===== src/rtl/ereg_hazard_ctrl.sv =====
`default_nettype none
// ============================================================================
// Module   : ereg_hazard_ctrl
// Purpose  : Y86-64 decode-to-execute (E) pipeline register with the
//            pipeline hazard controller for the F and D registers, a sticky
//            halt flag and saturating stall/bubble event counters.
// Revision : 1.0 - initial release
// ============================================================================
module ereg_hazard_ctrl #(
   parameter int         CNT_W = 32,
   parameter logic [3:0] RNONE = 4'hF
) (
   input  logic             clk,
   input  logic             rst,
   // decode-stage results
   input  logic [1:0]       d_stat,
   input  logic [3:0]       d_icode,
   input  logic [3:0]       d_ifun,
   input  logic [63:0]      d_valC,
   input  logic [63:0]      d_valA,
   input  logic [63:0]      d_valB,
   input  logic [3:0]       d_dstE,
   input  logic [3:0]       d_dstM,
   input  logic [3:0]       d_srcA,
   input  logic [3:0]       d_srcB,
   // other pipeline context
   input  logic [3:0]       D_icode,
   input  logic [3:0]       M_icode,
   input  logic             e_Cnd,
   input  logic [1:0]       W_stat,
   // E register state
   output logic [1:0]       E_stat,
   output logic [3:0]       E_icode,
   output logic [3:0]       E_ifun,
   output logic [63:0]      E_valC,
   output logic [63:0]      E_valA,
   output logic [63:0]      E_valB,
   output logic [3:0]       E_dstE,
   output logic [3:0]       E_dstM,
   output logic [3:0]       E_srcA,
   output logic [3:0]       E_srcB,
   // pipeline control
   output logic             F_stall,
   output logic             D_stall,
   output logic             D_bubble,
   output logic             E_bubble,
   // status and performance debug
   output logic             halted,
   output logic [CNT_W-1:0] stall_cnt,
   output logic [CNT_W-1:0] bubble_cnt
);

   // Instruction codes referenced by the hazard logic
   localparam logic [3:0] C_NOP    = 4'h1;
   localparam logic [3:0] C_MRMOVQ = 4'h5;
   localparam logic [3:0] C_JXX    = 4'h7;
   localparam logic [3:0] C_RET    = 4'h9;
   localparam logic [3:0] C_POPQ   = 4'hB;

   localparam logic [1:0] C_STAT_AOK = 2'd0;
   localparam logic [CNT_W-1:0] C_CNT_MAX = {CNT_W{1'b1}};

   logic load_use;
   logic mispred;
   logic ret_in;
   logic e_is_load;
   logic stall_sat;
   logic bubble_sat;

   // Raw hazard detection on the current-cycle pipeline contents
   always_comb begin
      e_is_load = (E_icode == C_MRMOVQ) || (E_icode == C_POPQ);
      load_use  = e_is_load && (E_dstM != RNONE) &&
                  ((E_dstM == d_srcA) || (E_dstM == d_srcB));
      mispred   = (E_icode == C_JXX) && !e_Cnd;
      ret_in    = (D_icode == C_RET) || (E_icode == C_RET) || (M_icode == C_RET);
   end

   // Stall/bubble controls; a halted pipeline freezes so all controls drop.
   // On load_use + mispred both D_stall and D_bubble are raised and the D
   // register resolves stall-over-bubble itself.
   always_comb begin
      F_stall  = 1'b0;
      D_stall  = 1'b0;
      D_bubble = 1'b0;
      E_bubble = 1'b0;
      if (!halted) begin
         F_stall  = load_use || ret_in;
         D_stall  = load_use;
         D_bubble = mispred || (ret_in && !load_use);
         E_bubble = mispred || load_use;
      end
   end

   // E register: hold when halted, otherwise bubble or capture decode
   always_ff @(posedge clk or posedge rst) begin
      if (rst) begin
         E_stat  <= C_STAT_AOK;
         E_icode <= C_NOP;
         E_ifun  <= 4'h0;
         E_valC  <= 64'd0;
         E_valA  <= 64'd0;
         E_valB  <= 64'd0;
         E_dstE  <= RNONE;
         E_dstM  <= RNONE;
         E_srcA  <= RNONE;
         E_srcB  <= RNONE;
      end else if (halted) begin
         E_stat  <= E_stat;
         E_icode <= E_icode;
         E_ifun  <= E_ifun;
         E_valC  <= E_valC;
         E_valA  <= E_valA;
         E_valB  <= E_valB;
         E_dstE  <= E_dstE;
         E_dstM  <= E_dstM;
         E_srcA  <= E_srcA;
         E_srcB  <= E_srcB;
      end else if (E_bubble) begin
         E_stat  <= C_STAT_AOK;
         E_icode <= C_NOP;
         E_ifun  <= 4'h0;
         E_valC  <= 64'd0;
         E_valA  <= 64'd0;
         E_valB  <= 64'd0;
         E_dstE  <= RNONE;
         E_dstM  <= RNONE;
         E_srcA  <= RNONE;
         E_srcB  <= RNONE;
      end else begin
         E_stat  <= d_stat;
         E_icode <= d_icode;
         E_ifun  <= d_ifun;
         E_valC  <= d_valC;
         E_valA  <= d_valA;
         E_valB  <= d_valB;
         E_dstE  <= d_dstE;
         E_dstM  <= d_dstM;
         E_srcA  <= d_srcA;
         E_srcB  <= d_srcB;
      end
   end

   // Sticky halt: set when a non-AOK status reaches writeback
   always_ff @(posedge clk or posedge rst) begin
      if (rst) begin
         halted <= 1'b0;
      end else if (W_stat != C_STAT_AOK) begin
         halted <= 1'b1;
      end
   end

   // Saturation flags keep the counters pinned at all-ones
   always_comb begin
      stall_sat  = (stall_cnt  == C_CNT_MAX);
      bubble_sat = (bubble_cnt == C_CNT_MAX);
   end

   // Stall event counter (cycles with F_stall); frozen while halted
   always_ff @(posedge clk or posedge rst) begin
      if (rst) begin
         stall_cnt <= '0;
      end else if (F_stall && !stall_sat) begin
         stall_cnt <= stall_cnt + 1'b1;
      end
   end

   // Bubble event counter (cycles with E_bubble, once per cycle)
   always_ff @(posedge clk or posedge rst) begin
      if (rst) begin
         bubble_cnt <= '0;
      end else if (E_bubble && !bubble_sat) begin
         bubble_cnt <= bubble_cnt + 1'b1;
      end
   end

endmodule
`default_nettype wire


===== config.mk =====
export PLATFORM = sky130hd
export DESIGN_NAME = ereg_hazard_ctrl
export DESIGN_NICKNAME = d
export VERILOG_FILES = /design/src/rtl/ereg_hazard_ctrl.sv
export SDC_FILE = /design/constraint.sdc
export NUM_CORES = 1
export LEC_CHECK = 0
export CORE_AREA = 2 2 199 201
export CTS_CLUSTER_SIZE = 10
export DETAILED_ROUTE_END_ITERATION = 8
export DIE_AREA = 0 0 201 203
export GPL_ROUTABILITY_DRIVEN = 0
export PLACE_DENSITY = 0.65
export SYNTH_ARGS = -nofsm -noshare
export SYNTH_HDL_FRONTEND = slang
export SYNTH_SLANG_ARGS = --single-unit

===== constraint.sdc =====
create_clock -name clk -period 8.12 [get_ports clk]
set_input_delay 0.812 -clock clk [delete_from_list [all_inputs] [get_ports clk]]
set_output_delay 0.812 -clock clk [all_outputs]
set_load 0.02 [all_outputs]

==> results.yml <==
cells_and_area:
  diodes: 0
  synthToLayoutAreaGrowth_pct: 60.3
  layout_commonest_cell: "clkdlybuf4s50_1"
  final_core_utilization_pct: 46.3
  nNetsFinal: 1588
  stdcell_count: 1890
  mostFrequentLayoutCells: "clkdlybuf4s50_1 (517), dfrtp_1 (265), a22o_1 (201)"
  final_area_mm2: 0.0178
  drive_gt1_share_pct: 6.78
timing:
  fin_crit_sh_pct: 48.1
  fin_skew_ps: 25.5
  worst_pin_slew_ps: 1150
  report.final.slew_viol_count: 0
  setup_tns_ps: 0
  max_freq_ghz: 0.256
  fin_ws_ps: 4210
  period_minus_slack_ps: 3910
  hold_viol_final: 0
  whs_ps: 461
  setup_violations: 0
  slew_headroom_pct: 23.5
  rsz0062_at_grt: "false"
synth:
  synthesis.nets: 1084
  ys_warn_count: 0
  synthXorXnorAreaFrac_pct: 5.20
  synthAdderAreaFrac_pct: 0.225
  async_flop_share_pct: 100
  yosysSeqAreaShare_pct: 63.9
  muxShareOfSynthArea_pct: 0.405
  ys.flop_type: "dfrtp_1"
  syn_area_per_cell_um2: 13.1
  ys_ff_latch: 283
  synth_area_mm2: 0.0111
  synth_top_family_by_area: "compound AO/OA/AOI/OAI gates"
  synth_compound_area_share_pct: 17.8
  synth_edf_count: 0
  ys_types: 52
  yosys.area_share.simple_pct: 9.18
  postSynthCellCount: 851
clock_tree:
  clk_latency_ps: 530
  numCtsBuffers: 35
  htreeDepth: 2
  postCtsResizedCells: 0
  cts.root.buffer_cell: "clkbuf_16"
  cts_tree: "yes"
  cts.clk_slew.worst_paths_ps: 50
  post_cts_buffers: 0
  cts.sinks: 283
  cts_buffer_depth: 3
  ctsHoldBuffers: 0
pwr:
  switchingPower_uw: 943
  p_total_mw: 3.72
  switching_share_pct: 25.3
  p_int_mw: 2.78
  seq_power_share_pct: 43.1
  pwr-share-comb_pct: 17.8
  power_frac_clock_pct: 39.1
  power.leakage_nw: 7.57
  ir_drop_v: 0.000111
  p_per_area_mw_per_mm2: 209
floorplanning:
  die_w_um: 201
  rows: 72
  start_util_pct: 28.9
  core_area_mm2: 0.0385
  io_pins: 518
  die_h_um: 203
  dieArea_mm2: 0.0408
setup_path:
  required_ps: 7310
  startpoint: "d_srcA[1]"
  rrSetupSlack_ps: 5410
  critical_path.max_fanout: 9
  worstRegToRegCells: 6
  reg2reg_to: "E_valB[2]$_DFFE_PP0N_"
  crit_arrival_ps: 3100
  timing.rr.start: "E_dstM[1]$_DFFE_PP1N_"
  endpoint: "F_stall"
  cp-end-kind: "output port"
  crit_type: "primary input to output port"
  startpoint_type: "primary input"
placement:
  pre_cts_slack_ps: 4220
  dp_hpwl_um: 26600
  post_dp_cell_area_mm2: 0.0168
  place.port_buffers: 517
  dp.cells: 1836
drt:
  viasPerCell: 4.79
  wire_per_inst_um: 19.8
  vias: 9053
  ant_nets: 0
  drt-total-wl_um: 37500
  dr.pass1.iters: 6
  drc: 0
  drtIter0Drc: 381
global_route:
  grtUsageTotal_pct: 17.7
  grt_pass1_wl_um: 56700
  grt_max_degree: 202
  grt_pass1_vias: 9483
  grt_overflow: 0
  antenna_found_initial: 0
hold_path:
  hold_class: "register to register"
status:
  run_status: "completed"
flow_run:
  drv_cap: 0
==> worst max-delay path: stages <==
cell,delay (ps)
clkdlybuf4s50_1,450
xor2_1,170
nor4_2,390
o2111a_4,360
or2_2,250
clkdlybuf4s50_1,660
==> power by group through the flow <==
stage,registers (mW),clock network (mW),logic [mW]
detailed placement,1.62,0,0.674
global placement,1.62,0,0.669
global route,1.62,1.57,0.698
CTS,1.60,1.51,0.674
finish,1.60,1.46,0.664
floorplan,1.75,0,0.136
==> worst min path at each step <==
stage                     startpoint               endpoint  slack (ps)  cells past startpoint
6_report       E_srcA[0]$_DFFE_PP1N_  E_srcA[0]$_DFFE_PP1N_         460                      2
4_1_cts        E_dstE[3]$_DFFE_PP1N_  E_dstE[3]$_DFFE_PP1N_         460                      2
5_1_grt        E_srcA[0]$_DFFE_PP1N_  E_srcA[0]$_DFFE_PP1N_         480                      2
2_1_floorplan  E_dstE[0]$_DFFE_PP1N_  E_dstE[0]$_DFFE_PP1N_         490                      2
3_5_place_dp   E_dstE[3]$_DFFE_PP1N_  E_dstE[3]$_DFFE_PP1N_         460                      2
3_3_place_gp   E_dstE[0]$_DFFE_PP1N_  E_dstE[0]$_DFFE_PP1N_         450                      2
==> layout make-up <==
cell class / count / area (um^2)
flip-flops and latches: 283 / 7110
multi-input cells: 486 / 3660
well taps: 518 / 648
clock inverters: 3 / 55.1
fillers: 3552 / 20600
inverters: 27 / 105
clock buffers: 51 / 997
repair buffers: 522 / 5250
==> logic make-up after synthesis <==
logic type / Yosys count
flops: 283
mux: 4
buf+inv: 82
xor+xnor: 66
compound gates: 233
simple gates: 181
fa+ha+maj: 2
==> synthesized netlist by cell type, drive strengths merged, types with 8 or more instances <==
| cell type | instances | share of area, % |
|---|---|---|
| a21oi | 19 | 0.85 |
| a22o | 201 | 16 |
| and3 | 8 | 0.45 |
| buf | 29 | 1.5 |
| clkbuf | 26 | 0.88 |
| dfrtp | 266 | 60 |
| dfstp | 17 | 4.0 |
| inv | 27 | 0.91 |
| nand2 | 34 | 1.1 |
| nand3 | 19 | 0.90 |
| nand4 | 23 | 1.4 |
| nor2 | 39 | 1.4 |
| nor3 | 28 | 1.4 |
| nor4 | 14 | 1.2 |
| xnor2 | 24 | 1.9 |
| xor2 | 42 | 3.3 |
==> routing by layer <==
metal	vias up	routed length (um)	global-route usage [%]
met3	60	2830	5.86
met4	0	968	5.69
met2	335	18600	29.7
li1	4128	-	-
met5	-	0	0
met1	4530	15100	21.6
==> sequential cells by signal, indices dropped and copies added (netlist names) <==
name        flops
E_valA         64
E_dstE          4
E_srcB          4
bubble_cnt     32
E_srcA          4
E_icode         4
E_valC         64
E_ifun          4
halted          1
E_valB         64
stall_cnt      32
E_stat          2
E_dstM          4
(Power assumes the default switching activity.)
